<file path="src/rtl/router_sync_n.sv">
// rtl/router_sync_n.sv - address latch, write steering, valid/full muxing and read-timeout soft resets for a 1xN router
module router_sync_n #(
  parameter int NUM_CH  = 3,
  parameter int ADDR_W  = 2,
  parameter int TIMEOUT = 30,
  parameter int TMR_W   = 5,
  parameter int CNT_W   = 8
) (
  input  logic              clock,
  input  logic              resetn,
  input  logic              detect_add,
  input  logic              write_enb_reg,
  input  logic [ADDR_W-1:0] data_in,
  input  logic [NUM_CH-1:0] read_enb,
  input  logic [NUM_CH-1:0] empty,
  input  logic [NUM_CH-1:0] full,
  output logic              fifo_full,
  output logic [NUM_CH-1:0] write_enb,
  output logic [NUM_CH-1:0] vld_out,
  output logic [NUM_CH-1:0] soft_reset,
  output logic              addr_err,
  output logic [CNT_W-1:0]  sr_count
);

  logic [ADDR_W-1:0] fifo_addr_q, fifo_addr_d;
  logic              addr_err_q, addr_err_d;
  logic [TMR_W-1:0]  timer_q [NUM_CH];
  logic [TMR_W-1:0]  timer_d [NUM_CH];
  logic [NUM_CH-1:0] soft_reset_q, soft_reset_d;
  logic [CNT_W-1:0]  sr_count_q, sr_count_d;
  logic [NUM_CH-1:0] addr_hit;
  logic [4:0]        pulse_cnt;
  logic [CNT_W+4:0]  cnt_sum;

  // Destination address and its validity are captured only on a header byte.
  always_comb begin
    fifo_addr_d = fifo_addr_q;
    addr_err_d  = addr_err_q;
    if (detect_add) begin
      fifo_addr_d = data_in;
      addr_err_d  = (32'(data_in) >= NUM_CH);
    end
  end

  // Decode the latched address; an out-of-range address selects nothing.
  always_comb begin
    addr_hit = '0;
    for (int i = 0; i < NUM_CH; i++) begin
      addr_hit[i] = (32'(fifo_addr_q) == i);
    end
  end

  // Write steering and full muxing; gated by resetn so both read 0 while in reset.
  always_comb begin
    write_enb = '0;
    fifo_full = 1'b0;
    if (resetn && !addr_err_q) begin
      if (write_enb_reg) begin
        write_enb = addr_hit;
      end
      fifo_full = |(full & addr_hit);
    end
  end

  // Per-channel idle-valid timers; a pulse is issued when a channel sits unread for TIMEOUT edges.
  always_comb begin
    for (int i = 0; i < NUM_CH; i++) begin
      timer_d[i]      = timer_q[i];
      soft_reset_d[i] = 1'b0;
      if (empty[i] || read_enb[i]) begin
        timer_d[i] = '0;
      end else if (timer_q[i] == TMR_W'(TIMEOUT - 1)) begin
        soft_reset_d[i] = 1'b1;
        timer_d[i]      = '0;
      end else begin
        timer_d[i] = timer_q[i] + 1'b1;
      end
    end
  end

  // Add this edge's pulses to the event counter, saturating instead of wrapping.
  always_comb begin
    pulse_cnt = '0;
    for (int i = 0; i < NUM_CH; i++) begin
      pulse_cnt = pulse_cnt + {4'b0, soft_reset_d[i]};
    end
    cnt_sum = {5'b0, sr_count_q} + {{CNT_W{1'b0}}, pulse_cnt};
    if (cnt_sum > {5'b0, {CNT_W{1'b1}}}) begin
      sr_count_d = {CNT_W{1'b1}};
    end else begin
      sr_count_d = cnt_sum[CNT_W-1:0];
    end
  end

  // State registers, cleared asynchronously by resetn.
  always_ff @(posedge clock or negedge resetn) begin
    if (!resetn) begin
      fifo_addr_q  <= '0;
      addr_err_q   <= 1'b0;
      soft_reset_q <= '0;
      sr_count_q   <= '0;
      for (int i = 0; i < NUM_CH; i++) begin
        timer_q[i] <= '0;
      end
    end else begin
      fifo_addr_q  <= fifo_addr_d;
      addr_err_q   <= addr_err_d;
      soft_reset_q <= soft_reset_d;
      sr_count_q   <= sr_count_d;
      for (int i = 0; i < NUM_CH; i++) begin
        timer_q[i] <= timer_d[i];
      end
    end
  end

  assign vld_out    = ~empty;
  assign soft_reset = soft_reset_q;
  assign addr_err   = addr_err_q;
  assign sr_count   = sr_count_q;

endmodule

</file>
<file path="config.mk">
export PLATFORM = sky130hd
export DESIGN_NAME = router_sync_n
export DESIGN_NICKNAME = d
export VERILOG_FILES = /design/src/rtl/router_sync_n.sv
export SDC_FILE = /design/constraint.sdc
export NUM_CORES = 1
export LEC_CHECK = 0
export ABC_CLOCK_PERIOD_IN_PS = 3100
export CAP_MARGIN = 20
export CORE_ASPECT_RATIO = 2
export CORE_MARGIN = 1
export CORE_UTILIZATION = 33
export DETAILED_ROUTE_END_ITERATION = 12
export GPL_ROUTABILITY_DRIVEN = 0
export PLACE_DENSITY_LB_ADDON = 0.12
export SETUP_SLACK_MARGIN = 0.02
export SLEW_MARGIN = 20
export SYNTH_ARGS = -nofsm -noshare
export SYNTH_HDL_FRONTEND = slang
export SYNTH_SLANG_ARGS = --single-unit
</file>
<file path="constraint.sdc">
create_clock -name clock -period 3.1 [get_ports clock]
set_input_delay 0.62 -clock clock [delete_from_list [all_inputs] [get_ports clock]]
set_output_delay 0.62 -clock clock [all_outputs]
set_load 0.02 [all_outputs]
</file>
==> summary.md <==
| Metric | Value |
|---|---|
| Slowest Stage Delay on Critical Path | `around 600 ps` |
| HP Start | `timer_q[5]$_DFF_PN0_` |
| Setup-failing EPs final | `0` |
| Most common cell on crit path | `clkdlybuf4s50_1` |
| Critical-path cell list | `clkdlybuf4s50_1, mux2i_1, o21ai_0, and3_1, clkdlybuf4s50_1` |
| Synthesized flop and latch total | `29` |
| Cell count after synthesis | `around 130` |
| Routed Antenna Nets | `0` |
| Met3 usage | `3.47%` |
| Most Crowded Layer GR | `met2` |
| P&R area growth vs syn | `36.8%` |
| First-pass GRT wire length | `~4300 µm` |
| Detailed Place HPWL | `between 1500 and 2000 µm` |
| Synthesized cell area | `around 1400 µm²` |
| Total Wirelength | `around 2500 µm` |
| Max_cap viols | `0` |
| Tot Pwr | `0.828 mW` |
| Post-synth top area cell | `dfrtp_1` |
| Critical Path Source | `full[1]` |
| Post-synthesis sequential area ratio | `a little over half` |
| IO buf count | `33` |
| Yosys warns | `0` |
| Top Ports | `34` |
| Power Density | `between 400 and 500 nW/µm²` |
| Worst path slowest cell | `clkdlybuf4s50_1` |
| Clk Latency, worst-skew pair | `about 270 ps` |
| Grt met2 use | `between 20% and 30%` |
| Setup TNS | `0 ps` |
| Antenna cells | `0` |
| CP startpoint kind | `input pin` |
| Post_cts resized | `0` |
| Total global routing overflow | `0` |
| Chip height | `slightly above 90 µm` |
| Setup crit end kind | `output pin` |
| Root buf cell | `clkbuf_8` |
| Drt via density | `4.75` |
| Row cnt | `32` |
| Buffers inserted by post-CTS timing repair | `0` |
| Fill cell count | `between 300 and 400` |
| WL/cell | `between 10 and 15 µm` |
| Fraction of the cycle the final worst path needs | `between 80% and 90%` |
| 1st-iter DRT viols | `19` |
| Outcome | `completed` |
| Max Slew Vio Count | `0` |
| Max VDD drop | `0.000362 V` |
| # H-tree levels | `2` |
| Slew HR | `75.9%` |
| Reg clk slew, reported paths | `~60 ps` |
| Critical setup path kind | `in -> out` |
| Fmax | `365 MHz` |
| Core area | `3920 µm²` |
| Post-layout min period | `about 2700 ps` |
| Distinct cells, synth | `24` |
| Hold WC Path Type | `reg -> reg` |
| Share of the synthesized area in the top cell type | `roughly 53%` |
| Unrepaired setup endpoints after global routing | `false` |
| Met1 usage | `around 15%` |
| Worst-Margin Slew | `~360 ps` |
| Final hold violation count | `0` |
| Initial antenna violation count | `0` |
| Syn_area_per_cell | `~10 µm²` |
| Vias | `between 1k and 1.5k` |
| Total Die Area | `roughly 4400 µm²` |
| Synth top area cells | `dfrtp_1 53%, ha_1 7.3%, nor2_1 5.2%` |
| Initial core utilization | `about a third` |
| Lkg Pwr | `~0.84 nW` |
| Total clock sinks | `29` |
| R2r startpoint | `timer_q[10]$_DFF_PN0_` |
| Die X | `roughly 48 µm` |
| Remaining DRCs | `0` |
| First-pass detailed-route iteration total | `2` |
| CP arrival | `between 2000 and 2500 ps` |
| Number of hold buffers added after cts | `0` |
| CTS tree | `done` |
| Share of post-route cells with drive strength above 1 | `under 10%` |
| Hold WS | `~490 ps` |
| Post-Syn Nets | `about 160` |
| Clock Path Buffers | `2` |
| Skew final | `3.45 ps` |
| Critical path required time | `2480 ps` |
| Worst Path Max Fanout | `1` |
| Num CTS Buffers | `5` |
| Total Routing Usage GR | `a little over an eighth` |
| Vias in the first global route | `1040` |
| Nets@finish | `197` |
| Largest net degree at the start of global routing | `30` |
## stage by stage
step / cell area (µm²) / std cells / util, % / worst slack (ps)
after floorplan: 1370 / 131 / - / 678
after global placement: 1770 / 216 / 45.1 / 154
after detailed placement: 1770 / 216 / 45.1 / 105
after CTS: 1870 / 224 / 47.7 / 328
after global routing: 1870 / 224 / 47.7 / 262
final: 1870 / 224 / 47.7 / 358
## flip-flops by register name, summed over array words and instances, names as in the netlist
name,flops
addr_err,1
fifo_addr_q,2
soft_reset,3
sr_count,8
timer_q,15
## worst paths after layout
path | end | slack [ps] | depth (start not counted)
hold / removal | timer_q[5]$_DFF_PN0_ | 490 | 1
setup reg to reg | sr_count[6]$_DFF_PN0_ | 510 | 10
hold reg to reg | timer_q[5]$_DFF_PN0_ | 490 | 1
max in group asynchronous | sr_count[4]$_DFF_PN0_ | 2040 | 2
setup / recovery | fifo_full | 360 | 5
min in group asynchronous | addr_err$_DFFE_PN0P_ | 790 | 2
## layout make-up
cell class | count | area (µm²) | share of cell area [%]
inverter | 13 | 48.8 | 2.61
sequential | 29 | 726 | 38.8
clock buffer | 7 | 96.3 | 5.15
multi-input combinational | 89 | 593 | 31.7
clock inverter | 1 | 5.00 | 0.268
timing repair buffer | 34 | 338 | 18.1
tap | 51 | 63.8 | 3.41
## report_power, final
part / switching (mW) / internal [mW] / leakage, nW
clock: 0.138 / 0.200 / 0.0542
combinational: 0.0420 / 0.0457 / 0.412
sequential: 0.0118 / 0.390 / 0.375
total: 0.192 / 0.636 / 0.841
## kinds of logic after synthesis
| family | after synthesis | synth area share, % |
|---|---|---|
| and+or+nand+nor | 56 | 20.2 |
| DFF | 29 | 53.1 |
| buffers and inverters | 13 | 3.57 |
| AOI/OAI and AO/OA | 10 | 4.03 |
| adders and majority gates | 10 | 10.2 |
| xor gates and xnor gates | 9 | 5.76 |
| muxes | 4 | 3.11 |
## metal layers
layer,vias up,part of all wire (%)
met3,5,6.4
li1,523,-
met2,33,50
met5,-,0
met4,0,2.5
met1,502,41
## critical path: cells and delay by family
family	cells	cell delay (ps)
buffers and inverters	2	1050
AO/OA/AOI/OAI	1	200
AND/OR/NAND/NOR	1	190
multiplexers	1	60
## synth_stat cells
master,instances
a21oi_1,4
a31oi_1,1
or3_1,2
o21ai_0,4
nand3b_1,2
nor3_1,6
dfrtp_1,29
and3_1,2
xor2_1,6
mux2i_1,2
inv_1,13
ha_1,8
nand2_1,6
nand2b_1,1
nor3b_1,2
nor2_1,19
fa_1,2
a311oi_1,1
nand3_1,11
mux2_2,2
xnor2_1,3
and4b_2,1
nand4_1,3
nor2b_1,1
## layout by cell type (no fill, tap or decap), types with 2 or more instances in the layout
cell,n
nand2_1,6
clkdlybuf4s50_1,33
o21ai_0,4
fa_1,2
and3_1,2
mux2i_1,2
nor3b_1,2
nor3_1,6
a21oi_1,4
inv_1,13
clkbuf_8,7
xor2_1,6
nor2_1,19
or3_1,2
nand4_1,3
mux2_2,2
ha_1,8
xnor2_1,3
dfrtp_1,29
nand3b_1,2
nand3_1,11
Note: power is estimated with default switching activity, not from simulation.
